`src/rtl/ahb_gpio_param_if.sv`:
```
// AHB-Lite slave-side bus bundle for the parameterised GPIO block.
`timescale 1ns/1ps
interface ahb_gpio_param_if;
    logic        HSEL;
    logic [31:0] HADDR;
    logic [1:0]  HTRANS;
    logic        HWRITE;
    logic [2:0]  HSIZE;
    logic        HREADY;
    logic [31:0] HWDATA;
    logic [31:0] HRDATA;
    logic        HREADYOUT;

    modport master (
        output HSEL, HADDR, HTRANS, HWRITE, HSIZE, HREADY, HWDATA,
        input  HRDATA, HREADYOUT
    );

    modport slave (
        input  HSEL, HADDR, HTRANS, HWRITE, HSIZE, HREADY, HWDATA,
        output HRDATA, HREADYOUT
    );
endinterface

```
`src/rtl/ahb_gpio_param.sv`:
```
// Parameterised AHB-Lite GPIO slave: per-bit direction, synchronised inputs,
// edge-detect interrupts with enable, polarity and write-1-to-clear status.
`timescale 1ns/1ps
module ahb_gpio_param #(
    parameter int unsigned GPIO_WIDTH  = 16,
    parameter int unsigned SYNC_STAGES = 2
) (
    input  logic                  HCLK,
    input  logic                  HRESETn,
    ahb_gpio_param_if.slave       ahb,
    input  logic [GPIO_WIDTH-1:0] GPIOIN,
    output logic [GPIO_WIDTH-1:0] GPIOOUT,
    output logic [GPIO_WIDTH-1:0] GPIODIR,
    output logic                  GPIOIRQ
);
    localparam int unsigned W = GPIO_WIDTH;

    localparam logic [2:0] REG_DATA = 3'd0;
    localparam logic [2:0] REG_DIR  = 3'd1;
    localparam logic [2:0] REG_EN   = 3'd2;
    localparam logic [2:0] REG_POL  = 3'd3;
    localparam logic [2:0] REG_STAT = 3'd4;

    logic        addr_valid_q, addr_valid_d;
    logic [4:0]  addr_q, addr_d;
    logic        write_q, write_d;
    logic [2:0]  size_q, size_d;

    logic [W-1:0] out_q, out_d;
    logic [W-1:0] dir_q, dir_d;
    logic [W-1:0] en_q, en_d;
    logic [W-1:0] pol_q, pol_d;
    logic [W-1:0] stat_q, stat_d;
    logic [W-1:0] prev_q, prev_d;
    logic [SYNC_STAGES-1:0][W-1:0] sync_q, sync_d;

    logic [W-1:0] sync_val, evt, wmask, wdata, clr;
    logic [3:0]   lanes;
    logic [31:0]  lane_mask;
    logic [31:0]  rdata;
    logic         wr_en;
    logic         unused_ok;

    // Address phase capture; any completed address phase refreshes the flag
    always_comb begin
        addr_valid_d = addr_valid_q;
        addr_d       = addr_q;
        write_d      = write_q;
        size_d       = size_q;
        if (ahb.HREADY) begin
            addr_valid_d = ahb.HSEL & ahb.HTRANS[1];
            if (ahb.HSEL && ahb.HTRANS[1]) begin
                addr_d  = ahb.HADDR[4:0];
                write_d = ahb.HWRITE;
                size_d  = ahb.HSIZE;
            end
        end
    end

    // Little-endian byte lanes; oversize transfers behave as words
    always_comb begin
        case (size_q)
            3'd0:    lanes = 4'b0001 << addr_q[1:0];
            3'd1:    lanes = addr_q[1] ? 4'b1100 : 4'b0011;
            default: lanes = 4'b1111;
        endcase
        lane_mask = {{8{lanes[3]}}, {8{lanes[2]}}, {8{lanes[1]}}, {8{lanes[0]}}};
    end

    assign wr_en    = addr_valid_q & write_q & ahb.HREADY;
    assign wmask    = lane_mask[W-1:0] & {W{wr_en}};
    assign wdata    = ahb.HWDATA[W-1:0];
    assign sync_val = sync_q[SYNC_STAGES-1];
    assign evt      = ~dir_q & ((pol_q & sync_val & ~prev_q) | (~pol_q & ~sync_val & prev_q));

    // Register updates; an edge event beats a same-cycle W1C clear
    always_comb begin
        out_d  = out_q;
        dir_d  = dir_q;
        en_d   = en_q;
        pol_d  = pol_q;
        clr    = '0;
        case (addr_q[4:2])
            REG_DATA: out_d = (out_q & ~wmask) | (wdata & wmask);
            REG_DIR:  dir_d = (dir_q & ~wmask) | (wdata & wmask);
            REG_EN:   en_d  = (en_q  & ~wmask) | (wdata & wmask);
            REG_POL:  pol_d = (pol_q & ~wmask) | (wdata & wmask);
            REG_STAT: clr   = wdata & wmask;
            default:  ;
        endcase
        stat_d = (stat_q & ~clr) | evt;
        prev_d = sync_val;
        sync_d = {sync_q[SYNC_STAGES-2:0], GPIOIN};
    end

    always_comb begin
        rdata = '0;
        if (addr_valid_q && !write_q) begin
            case (addr_q[4:2])
                REG_DATA: rdata = 32'((dir_q & out_q) | (~dir_q & sync_val));
                REG_DIR:  rdata = 32'(dir_q);
                REG_EN:   rdata = 32'(en_q);
                REG_POL:  rdata = 32'(pol_q);
                REG_STAT: rdata = 32'(stat_q);
                default:  rdata = '0;
            endcase
        end
    end

    always_ff @(posedge HCLK or negedge HRESETn) begin
        if (!HRESETn) begin
            addr_valid_q <= 1'b0;
            addr_q       <= '0;
            write_q      <= 1'b0;
            size_q       <= '0;
            out_q        <= '0;
            dir_q        <= '0;
            en_q         <= '0;
            pol_q        <= '0;
            stat_q       <= '0;
            prev_q       <= '0;
            sync_q       <= '0;
        end else begin
            addr_valid_q <= addr_valid_d;
            addr_q       <= addr_d;
            write_q      <= write_d;
            size_q       <= size_d;
            out_q        <= out_d;
            dir_q        <= dir_d;
            en_q         <= en_d;
            pol_q        <= pol_d;
            stat_q       <= stat_d;
            prev_q       <= prev_d;
            sync_q       <= sync_d;
        end
    end

    assign ahb.HRDATA    = rdata;
    assign ahb.HREADYOUT = 1'b1;
    assign GPIOOUT       = out_q;
    assign GPIODIR       = dir_q;
    assign GPIOIRQ       = |(stat_q & en_q);

    assign unused_ok = ^{ahb.HADDR[31:5], ahb.HTRANS[0], ahb.HWDATA, lane_mask};
endmodule

```
`src/flat_wrapper.sv`:
```
// flat-port wrapper written by rule: the top's interface ports become plain ports
module ahb_gpio_param_flat 
#(
    parameter int unsigned GPIO_WIDTH  = 16,
    parameter int unsigned SYNC_STAGES = 2
)
  (HCLK, HRESETn, GPIOIN, GPIOOUT, GPIODIR, GPIOIRQ, ahb_HSEL, ahb_HADDR, ahb_HTRANS, ahb_HWRITE, ahb_HSIZE, ahb_HREADY, ahb_HWDATA, ahb_HRDATA, ahb_HREADYOUT);
  ahb_gpio_param_if ahb_i ();
  input  logic HCLK;
  input  logic HRESETn;
  input  logic [GPIO_WIDTH-1:0] GPIOIN;
  output logic [GPIO_WIDTH-1:0] GPIOOUT;
  output logic [GPIO_WIDTH-1:0] GPIODIR;
  output logic GPIOIRQ;
  input wire logic [$bits(ahb_i.HSEL)-1:0] ahb_HSEL;
  input wire logic [$bits(ahb_i.HADDR)-1:0] ahb_HADDR;
  input wire logic [$bits(ahb_i.HTRANS)-1:0] ahb_HTRANS;
  input wire logic [$bits(ahb_i.HWRITE)-1:0] ahb_HWRITE;
  input wire logic [$bits(ahb_i.HSIZE)-1:0] ahb_HSIZE;
  input wire logic [$bits(ahb_i.HREADY)-1:0] ahb_HREADY;
  input wire logic [$bits(ahb_i.HWDATA)-1:0] ahb_HWDATA;
  output wire logic [$bits(ahb_i.HRDATA)-1:0] ahb_HRDATA;
  output wire logic [$bits(ahb_i.HREADYOUT)-1:0] ahb_HREADYOUT;
  assign ahb_i.HSEL = ahb_HSEL;
  assign ahb_i.HADDR = ahb_HADDR;
  assign ahb_i.HTRANS = ahb_HTRANS;
  assign ahb_i.HWRITE = ahb_HWRITE;
  assign ahb_i.HSIZE = ahb_HSIZE;
  assign ahb_i.HREADY = ahb_HREADY;
  assign ahb_i.HWDATA = ahb_HWDATA;
  assign ahb_HRDATA = ahb_i.HRDATA;
  assign ahb_HREADYOUT = ahb_i.HREADYOUT;
  ahb_gpio_param #(.GPIO_WIDTH(GPIO_WIDTH), .SYNC_STAGES(SYNC_STAGES)) u_core (.HCLK(HCLK), .HRESETn(HRESETn), .ahb(ahb_i), .GPIOIN(GPIOIN), .GPIOOUT(GPIOOUT), .GPIODIR(GPIODIR), .GPIOIRQ(GPIOIRQ));
endmodule
```
`config.mk`:
```
export PLATFORM = sky130hd
export DESIGN_NAME = ahb_gpio_param_flat
export DESIGN_NICKNAME = d
export VERILOG_FILES = /design/src/rtl/ahb_gpio_param_if.sv /design/src/rtl/ahb_gpio_param.sv /design/src/flat_wrapper.sv
export SDC_FILE = /design/constraint.sdc
export NUM_CORES = 1
export LEC_CHECK = 0
export CELL_PAD_IN_SITES_DETAIL_PLACEMENT = 0
export CELL_PAD_IN_SITES_GLOBAL_PLACEMENT = 1
export CORE_AREA = 2 2 137 139
export DETAILED_ROUTE_END_ITERATION = 16
export DIE_AREA = 0 0 139 141
export PLACE_DENSITY_LB_ADDON = 0.1
export RECOVER_POWER = 50
export SLEW_MARGIN = 40
export SYNTH_ARGS = -nofsm -noshare
export SYNTH_HDL_FRONTEND = slang
export SYNTH_SLANG_ARGS = --single-unit
```
`constraint.sdc`:
```
create_clock -name HCLK -period 1.61 [get_ports HCLK]
set_input_delay 0.322 -clock HCLK [delete_from_list [all_inputs] [get_ports HCLK]]
set_output_delay 0.322 -clock HCLK [all_outputs]
set_load 0.02 [all_outputs]
```
==> flow_summary_export.csv <==
group,metric,value,unit
pwr,p_per_area,1330,nW/um^2
yosys,synth_top_area_frac,0.574,
worst_setup_path,worst_ep_arrival_time,2.03,ns
placement,gp_congestion,0.792,
yosys,synth_ff_type,"dfrtp_1",
finish,fin_area,9590,sq um
timing,worst_slew_pin_slew,1.04,ns
finish,nNetsFinal,849,
finish,n_antenna_cell,0,
worst_setup_path,r2r_end,"u_core.stat_q[10]$_DFF_PN0_",
timing,relSlewSlack,0.309,
finish,drive_above_1_share,0.446,
drt,drc_errors,0,
floorplan,io_pins,156,
yosys,synthArstFlopShare,1.00,
global_route,grt_pass1_wl,29.4,mm
floorplan,initial_core_util,0.329,
finish,final_common_cell,"dfrtp_1",
drt,wl,18.6,mm
clock_tree,numCtsBuffers,17,
floorplan,die_w,139,microns
drt,route.vias.total,4837,
clock_tree,cts.clk_slew.worst_paths,0.06,ns
pwr,finalPower,12.8,mW
floorplan,dieHeight,141,microns
floorplan,coreArea,18300,sq um
timing,finalSetupViolCount,89,
global_route,antenna_found_initial,0,
timing,rsz0062_at_grt,"true",
timing,fin_skew,0.0111,ns
global_route,grt_max_degree,41,
job,maxCapViolations,0,
finish,fillers,1613,
yosys,ys_seq_elements,138,
timing,slew_viol_final,0,
global_route,grt_pass1_vias,5198,
drt,top_layer_used,"met4",
pwr,p_leak,4.28,nW
worst_setup_path,worstSetupPathType,"reg2out",
drt,drtIter0Drc,200,
placement,hpwl,12.6,mm
drt,met2_length,9.46,mm
timing,hold_viol,0,
worst_setup_path,endpoint,"ahb_HRDATA[6]",
floorplan,die_area,19600,sq um
drt,dr_wl_met3,707,microns
yosys,ys_types,37,
worst_setup_path,r2r-start,"u_core.addr_q[3]$_DFFE_PN0P_",
worst_setup_path,worstSetupEndpointType,"output pin",
timing,layout_setup_ws,-0.745,ns
finish,post-route-util,0.525,
global_route,grt_overflow,0,
clock_tree,clockRootBuffer,"clkbuf_16",
clock_tree,cts_tree,"done",
timing,period_minus_slack,2.36,ns
pwr,peakVddDrop,0.977,mV
worst_setup_path,r2r_cells,6,
worst_setup_path,worst-path-max-fanout,7,
yosys,synth.largest_area_cell,"dfrtp_1",
finish,final_cell_mix,"128 x dfrtp_1, 103 x buf_4, 46 x nand2_1, 43 x mux2_2, 40 x buf_6",
floorplan,rows,50,
clock_tree,cts_sinks,138,
worst_hold_path,hold_path.class,"in2reg",
drt,wl_per_cell,18.5,microns
clock_tree,clkLatencyLatePin,0.42,ns
yosys,synthTopCellsByArea,"dfrtp_1 57%, mux2_2 14%, nand2_1 3.0%",
yosys,yosysSeqAreaShare,0.574,
placement,dpl_cell_area,8490,sq um
worst_setup_path,worstPathRequired,1.29,ns
drt,ant_nets,0,
worst_setup_path,crit_path_start,"u_core.addr_q[2]$_DFFE_PN0P_",
clock_tree,clockBufferDepth,2,
yosys,synth_area,6020,sq um
clock_tree,cts_max_level,4,
yosys,syn_avg_cell_area,11.8,sq um
placement,port_buffers,94,
run_status,violations,"negative setup slack",
yosys,yosysWarnings,0,
timing,fmax,425,MHz
drt,drt_first_pass_iters,4,
timing,period_share,1.46,
yosys,synthCells,510,
run_status,status,"complete, but fails checks",
worst_setup_path,rrSetupSlack,-0.28,ns
yosys,synth_edf_count,0,
drt,m1WireLength,8.25,mm
worst_setup_path,worst_setup_path_start_kind,"register",
drt,vias_per_cell,4.81,
global_route,grtUsageTotal,0.198,
finish,syn2layout_area_growth,59.5,%
## where the power goes
group	leakage (nW)	switching, mW	internal [mW]
sequential	1.67	0.450	4.01
combinational	2.30	1.81	2.19
clock	0.308	1.52	2.79
total	4.28	3.78	8.99
## how the worst min path moves through the flow
stage,from,to,depth (start not counted),slack [ns]
6_report,ahb_HREADY,u_core.addr_valid_q$_DFFE_PN0P_,2,0.34
5_1_grt,u_core.sync_d[16]$_DFF_PN0_,u_core.prev_d[0]$_DFF_PN0_,0,0.35
4_1_cts,GPIOIN[1],u_core.sync_d[17]$_DFF_PN0_,1,0.32
3_5_place_dp,HRESETn,u_core.sync_d[31]$_DFF_PN0_,1,0.28
3_3_place_gp,HRESETn,u_core.prev_d[15]$_DFF_PN0_,1,0.28
2_1_floorplan,HRESETn,async pin,0,0.03
## routing by layer
layer,vias up,GRT usage
met5,-,0
met4,0,0.0606
met3,11,0.0363
met2,116,0.337
li1,2300,-
met1,2410,0.257
## Yosys cell counts (2+ instances only)
library cell	number
nand3b_1	3
a221oi_1	5
dfrtp_1	138
nand3_1	2
o21ai_0	23
a222oi_1	4
and2_1	2
nand2_1	48
buf_4	17
buf_2	8
a22oi_1	22
nor3b_4	2
nor2_1	41
o2bb2ai_1	8
clkbuf_1	8
o21bai_1	9
nor2b_1	4
a22o_1	4
or2_2	11
inv_1	9
a31oi_1	19
a21oi_1	16
mux2_2	76
conb_1	2
nand2b_1	17
## logic make-up after synthesis
family,after synthesis,share of synthesized area
mux,78,0.146
other cells,2,0.00125
compound gates,112,0.125
flops,138,0.574
buf+inv,42,0.0385
simple gates,138,0.115
## critical path, stage by stage, from the launching register on
cell and delay (ns):
dfrtp_2 0.46, buf_6 0.16, mux2_4 0.29, a222oi_1 0.35, buf_4 0.19, nor2_4 0.03, buf_6 0.13
## final cells by class
class	instances	area, sq um	share of cell area
flip-flops and latches	138	3470	0.361
multi-input cells	346	2900	0.302
clock inverters	11	193	0.0201
well taps	234	293	0.0305
inverters	9	33.8	0.00352
clock buffers	21	450	0.0469
repair buffers	247	2260	0.235
## repair_timing
action,CTS,global route
cloned,3,0
setup endpoints to repair,129,116
pin swaps,20,20
gates resized for setup,237,62
endpoints found under the hold margin,33,0
hold buffers,1,0
setup buffers,12,4
## through the flow
stage	TNS, ns	worst slack [ns]	std cells	hold WS, ns
2_1_floorplan	-6.31	-0.219	525	0.0264
3_3_place_gp	-46.43	-0.840	955	0.285
3_5_place_dp	-46.68	-0.861	955	0.281
4_1_cts	-21.14	-0.764	1003	0.317
5_1_grt	-25.95	-0.784	1006	0.353
6_report	-20.06	-0.745	1006	0.339
(Power assumes the default switching activity.)
